===== src/rtl/alu_operand_sequencer_pkg.sv =====
// Shared definitions for the ALU operand sequencer: opcodes, sequencer states,
// and PSR bit positions.
package alu_operand_sequencer_pkg;

   localparam int SEQ_WIDTH  = 16;
   localparam int SEQ_NREGS  = 16;
   localparam int SEQ_NFLAGS = 5;

   localparam logic [7:0] OP_AND  = 8'h01;
   localparam logic [7:0] OP_OR   = 8'h02;
   localparam logic [7:0] OP_XOR  = 8'h03;
   localparam logic [7:0] OP_ADD  = 8'h05;
   localparam logic [7:0] OP_ADDC = 8'h07;
   localparam logic [7:0] OP_SUB  = 8'h09;
   localparam logic [7:0] OP_CMP  = 8'h0B;
   localparam logic [7:0] OP_MOV  = 8'h0D;
   localparam logic [7:0] OP_ADDI = 8'h50;
   localparam logic [7:0] OP_SUBI = 8'h90;
   localparam logic [7:0] OP_CMPI = 8'hB0;

   // PSR layout {N,Z,F,L,C}
   localparam int PSR_C = 0;
   localparam int PSR_L = 1;
   localparam int PSR_F = 2;
   localparam int PSR_Z = 3;
   localparam int PSR_N = 4;

   typedef enum logic [1:0] {
      IDLE = 2'd0,
      READ = 2'd1,
      EXEC = 2'd2,
      WB   = 2'd3
   } seqState_t;

   // Compares only update flags; the destination register is left alone.
   function automatic logic isCompare(input logic [7:0] op);
      return (op == OP_CMP) || (op == OP_CMPI);
   endfunction

endpackage


===== src/rtl/alu_operand_sequencer_reg_file_16x16.sv =====
// General-purpose register file: one synchronous write port, three
// combinational read ports (operand A, operand B, debug).
module reg_file_16x16 #(
   parameter int WIDTH = 16,
   parameter int NREGS = 16,
   parameter int AW    = 4
) (
   input  logic             clk,
   input  logic             reset,
   input  logic             wrEn,
   input  logic [AW-1:0]    wrAddr,
   input  logic [WIDTH-1:0] wrData,
   input  logic [AW-1:0]    rdAddrA,
   output logic [WIDTH-1:0] rdDataA,
   input  logic [AW-1:0]    rdAddrB,
   output logic [WIDTH-1:0] rdDataB,
   input  logic [AW-1:0]    rdAddrDbg,
   output logic [WIDTH-1:0] rdDataDbg
);

   logic [WIDTH-1:0] regs [NREGS];

   always_ff @(posedge clk or posedge reset) begin
      if (reset) begin
         regs <= '{default: '0};
      end else if (wrEn) begin
         regs[wrAddr] <= wrData;
      end
   end

   assign rdDataA   = regs[rdAddrA];
   assign rdDataB   = regs[rdAddrB];
   assign rdDataDbg = regs[rdAddrDbg];

endmodule


===== src/rtl/alu_operand_sequencer.sv =====
// Feeds the combinational ALU one instruction at a time: read operands,
// drive the ALU, capture result/flags, write back to the register file and PSR.
//
//   state | meaning
//   IDLE  | waiting for start; latches the instruction on accept
//   READ  | register file read, ALU operand registers loaded at end
//   EXEC  | ALU settles; result and flags captured at end
//   WB    | done pulse; register and PSR written at end
module alu_operand_sequencer
   import alu_operand_sequencer_pkg::*;
#(
   parameter int WIDTH  = SEQ_WIDTH,
   parameter int NREGS  = SEQ_NREGS,
   parameter int NFLAGS = SEQ_NFLAGS,
   localparam int AW    = $clog2(NREGS)
) (
   input  logic              clk,
   input  logic              reset,
   input  logic              start,
   input  logic [7:0]        opcode,
   input  logic [AW-1:0]     rdest,
   input  logic [AW-1:0]     rsrc,
   input  logic [WIDTH-1:0]  imm,
   input  logic              use_imm,
   output logic              busy,
   output logic              done,
   output logic [WIDTH-1:0]  alu_a,
   output logic [WIDTH-1:0]  alu_b,
   output logic [7:0]        alu_opcode,
   output logic              alu_carry_in,
   input  logic [WIDTH-1:0]  alu_result,
   input  logic [NFLAGS-1:0] alu_flags,
   output logic [NFLAGS-1:0] psr,
   input  logic [AW-1:0]     dbg_raddr,
   output logic [WIDTH-1:0]  dbg_rdata
);

   seqState_t state, nextState;

   logic [7:0]        opcodeL;
   logic [AW-1:0]     rdestL;
   logic [AW-1:0]     rsrcL;
   logic [WIDTH-1:0]  immL;
   logic              useImmL;
   logic [WIDTH-1:0]  resL;
   logic [NFLAGS-1:0] flgL;
   logic [NFLAGS-1:0] psrQ;

   logic              wbEn;
   logic [WIDTH-1:0]  rdDataA;
   logic [WIDTH-1:0]  rdDataB;

   reg_file_16x16 #(
      .WIDTH (WIDTH),
      .NREGS (NREGS),
      .AW    (AW)
   ) uRegFile (
      .clk       (clk),
      .reset     (reset),
      .wrEn      (wbEn),
      .wrAddr    (rdestL),
      .wrData    (resL),
      .rdAddrA   (rdestL),
      .rdDataA   (rdDataA),
      .rdAddrB   (rsrcL),
      .rdDataB   (rdDataB),
      .rdAddrDbg (dbg_raddr),
      .rdDataDbg (dbg_rdata)
   );

   always_ff @(posedge clk or posedge reset) begin
      if (reset) state <= IDLE;
      else       state <= nextState;
   end

   always_comb begin
      nextState = state;
      case (state)
         IDLE:    if (start) nextState = READ;
         READ:    nextState = EXEC;
         EXEC:    nextState = WB;
         WB:      nextState = IDLE;
         default: nextState = IDLE;
      endcase
   end

   always_comb begin
      busy = 1'b0;
      done = 1'b0;
      wbEn = 1'b0;
      case (state)
         IDLE:    busy = 1'b0;
         READ,
         EXEC:    busy = 1'b1;
         WB: begin
            busy = 1'b1;
            done = 1'b1;
            wbEn = !isCompare(opcodeL);
         end
         default: busy = 1'b0;
      endcase
   end

   // Instruction latches, ALU operand registers, result capture and PSR.
   always_ff @(posedge clk or posedge reset) begin
      if (reset) begin
         opcodeL    <= '0;
         rdestL     <= '0;
         rsrcL      <= '0;
         immL       <= '0;
         useImmL    <= 1'b0;
         alu_a      <= '0;
         alu_b      <= '0;
         alu_opcode <= '0;
         resL       <= '0;
         flgL       <= '0;
         psrQ       <= '0;
      end else begin
         case (state)
            IDLE: begin
               if (start) begin
                  opcodeL <= opcode;
                  rdestL  <= rdest;
                  rsrcL   <= rsrc;
                  immL    <= imm;
                  useImmL <= use_imm;
               end
            end
            READ: begin
               alu_a      <= rdDataA;
               alu_b      <= useImmL ? immL : rdDataB;
               alu_opcode <= opcodeL;
            end
            EXEC: begin
               resL <= alu_result;
               flgL <= alu_flags;
            end
            WB: begin
               psrQ <= flgL;
            end
            default: ;
         endcase
      end
   end

   assign psr          = psrQ;
   assign alu_carry_in = psrQ[PSR_C];

endmodule


===== config.mk =====
export PLATFORM = sky130hd
export DESIGN_NAME = alu_operand_sequencer
export DESIGN_NICKNAME = d
export VERILOG_FILES = /design/src/rtl/alu_operand_sequencer_pkg.sv /design/src/rtl/alu_operand_sequencer_reg_file_16x16.sv /design/src/rtl/alu_operand_sequencer.sv
export SDC_FILE = /design/constraint.sdc
export NUM_CORES = 1
export LEC_CHECK = 0
export BUFFER_PORTS_ARGS = -buffer_cell sky130_fd_sc_hd__buf_2
export CAP_MARGIN = 20
export CORE_AREA = 3 3 195 197
export CTS_BUF_LIST = sky130_fd_sc_hd__clkbuf_4 sky130_fd_sc_hd__clkbuf_8
export DETAILED_ROUTE_END_ITERATION = 8
export DIE_AREA = 0 0 198 200
export GPL_ROUTABILITY_DRIVEN = 0
export PLACE_DENSITY_LB_ADDON = 0.15
export SYNTH_ARGS = -nofsm -noshare
export SYNTH_HDL_FRONTEND = slang
export SYNTH_SLANG_ARGS = --single-unit

===== constraint.sdc =====
create_clock -name clk -period 13.7 [get_ports clk]
set_input_delay 2.74 -clock clk [delete_from_list [all_inputs] [get_ports clk]]
set_output_delay 2.74 -clock clk [all_outputs]
set_load 0.01 [all_outputs]

==> impl_metrics.py <==
metrics = {
    "logic_synthesis": {
        "yosys.area.top_type": "dfrtp_1",
        "syn_area_per_cell_um2": 16.4,
        "synthFlopType": "dfrtp_1",
        "yosysSeqAreaShare": 0.449,
        "synthCells": 1212,
        "ys_ff_latch": 357,
        "synth.distinct_cells": 38,
        "synthArstFlopShare": 1.00,
        "synthesis.area_um2": 19900,
        "synth_edf_count": 0,
        "synth_area_leaders": "dfrtp_1 (45%), mux4_2 (24%), mux2_2 (14%)",
        "yosys_warnings": 0,
        "syn_nets": 1278,
        "yosys.area.top_type_share": 0.449,
    },
    "layout": {
        "final_cell_mix": "dfrtp_1 (351), mux2_2 (240), mux4_2 (208), buf_2 (122), mux2_4 (100)",
        "nets": 1393,
        "area_growth_pct": 12.0,
        "antenna_cells": 0,
        "post-route-util": 0.611,
        "seq_area_um2": 8950,
        "drive_above_1_share": 0.623,
        "multi_input_area_um2": 10400,
        "layout_commonest_cell": "dfrtp_1",
        "nFillCells": 2737,
        "fin_area_um2": 22300,
    },
    "pwr": {
        "p_leak_nw": 9.41,
        "peakVddDrop_v": 0.000108,
        "p_int_w": 0.00356,
        "pwr-share-seq": 0.386,
        "swShare": 0.369,
        "p_sw_w": 0.00208,
        "clock_power_share": 0.189,
        "power_frac_comb": 0.424,
        "fin_total_pwr_w": 0.00565,
        "cellPowerDensity_nw_per_um2": 254,
    },
    "placement": {
        "dpl-instance-area_um2": 20900,
        "dp_hpwl_mm": 34.1,
        "pre_cts_slack_ps": 5690,
        "numPortBuffers": 124,
    },
    "grt": {
        "antenna_found_initial": 0,
        "grt_max_degree": 106,
        "grt_pass1_wl_mm": 84.7,
        "track_usage": 0.290,
        "grt_pass1_vias": 12859,
        "overflow": 0,
    },
    "clock_tree": {
        "cts_hold_buf": 0,
        "htreeDepth": 3,
        "numCtsBuffers": 66,
        "clock-sinks": 357,
        "cts_buffer_depth": 3,
        "cts_resized": 0,
        "root_buffer": "clkbuf_8",
        "cts_setup_buffers": 0,
        "cts_tree": "built",
        "path_clk_slew_ps": 60,
        "clock_latency_ps": 610,
    },
    "sta": {
        "drv_slew": 0,
        "clock_skew_ps": 31.5,
        "fin_crit_sh": 0.582,
        "rsz0062_at_grt": "no",
        "finalSetupViolCount": 0,
        "worst_pin_slew_ps": 1160,
        "maxSlewHeadroom": 0.229,
        "finalWorstPathRequiredPeriod_ps": 7980,
        "fmax_ghz": 0.125,
        "hold_violations": 0,
        "fin_ws_ps": 5720,
        "fin_setup_tns_ps": 0,
    },
    "hold_path": {
        "hold_path.class": "reg2reg",
    },
    "floorplanning": {
        "dieArea_um2": 39600,
        "die_w_um": 198,
        "core_um2": 36400,
        "die_h_um": 200,
        "row_count": 70,
        "start_util": 0.546,
        "io_pins": 125,
    },
    "outcome": {
        "status": "finished, final reports clean",
    },
    "drt": {
        "vias_per_cell": 6.76,
        "avgRoutedWirePerCell_um": 30.3,
        "drtAntennaViolNets": 0,
        "drtIter0Drc": 1160,
        "drc": 0,
        "vias": 12443,
        "wirelength_mm": 55.8,
        "drt_pass1_iterations": 5,
    },
    "worst_setup_path": {
        "cp_max_fo": 36,
        "startpoint_type": "input port",
        "worstSetupPathType": "in2out",
        "critPathRequiredTime_ps": 10960,
        "cp.arrival_ps": 5240,
        "end_kind": "primary output",
    },
    "flow_run": {
        "cap_violations": 0,
    },
}
-- state kept, by name (all words and copies together) (netlist names) --
signal,count
uRegFile.regs,256
alu_a,16
alu_b,16
immL,16
resL,16
alu_opcode,8
opcodeL,8
flgL,5
psr,5
rdestL,4
rsrcL,4
state,2
useImmL,1
-- cells in the mapped netlist, drive strengths merged (2+ instances only) --
library cell,n
dfrtp,357
mux2,340
mux4,208
buf,71
clkbuf,43
nand2,38
o22ai,33
a21oi,17
a22oi,16
mux2i,16
o211ai,16
o21ai,16
a2111oi,8
a211oi,8
ha,5
inv,4
nand3b,3
nor2,3
or2,2
-- logic make-up after synthesis --
kind of cell,count (synthesis),synth area share
compound gates,114,0.0487
simple gates,53,0.0126
buf+inv,119,0.0311
mux,564,0.455
fa+ha+maj,5,0.00315
flops,357,0.449
-- power by group through the flow --
stage          logic [W]  clock network, W  registers [W]
2_1_floorplan    0.00197                 0        0.00188
6_report         0.00240           0.00107        0.00218
5_1_grt          0.00256           0.00114        0.00225
3_5_place_dp     0.00240                 0        0.00217
4_1_cts          0.00241           0.00109        0.00216
3_3_place_gp     0.00236                 0        0.00216
-- worst max-delay path, stage by stage --
cell and delay, ps:
buf_4 440, buf_4 690, mux4_2 580, mux4_2 540, buf_2 170
-- per-stage QoR --
stage | std cells | hold slack (ps)
after floorplan | 1212 | 475
after global placement | 1727 | 480
after detailed placement | 1727 | 491
after CTS | 1841 | 504
after global routing | 1841 | 514
final | 1841 | 494
-- layer usage --
metal | GRT usage | vias to the layer above | part of all wire | wire length (um)
met1 | 0.408 | 6704 | 0.42 | 23500
li1 | - | 5045 | - | -
met5 | 0 | - | 0 | 0
met4 | 0.0928 | 0 | 0.027 | 1530
met3 | 0.0685 | 99 | 0.078 | 4370
met2 | 0.455 | 595 | 0.47 | 26400
-- cell type report --
type                            instances  share of cell area
Sequential cell                       357               0.402
Clock buffer                          102              0.0580
Inverter                                5             0.00118
Multi-Input combinational cell        736               0.468
Tap cell                              468              0.0263
Timing Repair Buffer                  161              0.0406
Clock inverter                         12             0.00405
-- path summary, 6_finish.rpt --
check                                      startpoint                        endpoint  slack [ps]  cells after the start
worst max-delay path                     dbg_raddr[0]                   dbg_rdata[12]        5720                      5
worst min-delay path              flgL[0]$_DFFE_PP0P_              psr[0]$_DFFE_PP0P_         490                      1
min in group asynchronous                       reset   uRegFile.regs[49]$_DFFE_PP0P_        2290                      2
max in group asynchronous                       reset  uRegFile.regs[155]$_DFFE_PP0P_        9360                      4
worst min register to register    flgL[0]$_DFFE_PP0P_              psr[0]$_DFFE_PP0P_         490                      1
worst max register to register  rdestL[1]$_DFFE_PP0P_  uRegFile.regs[108]$_DFFE_PP0P_       10240                      5
Power figures use the tool's default switching activity.
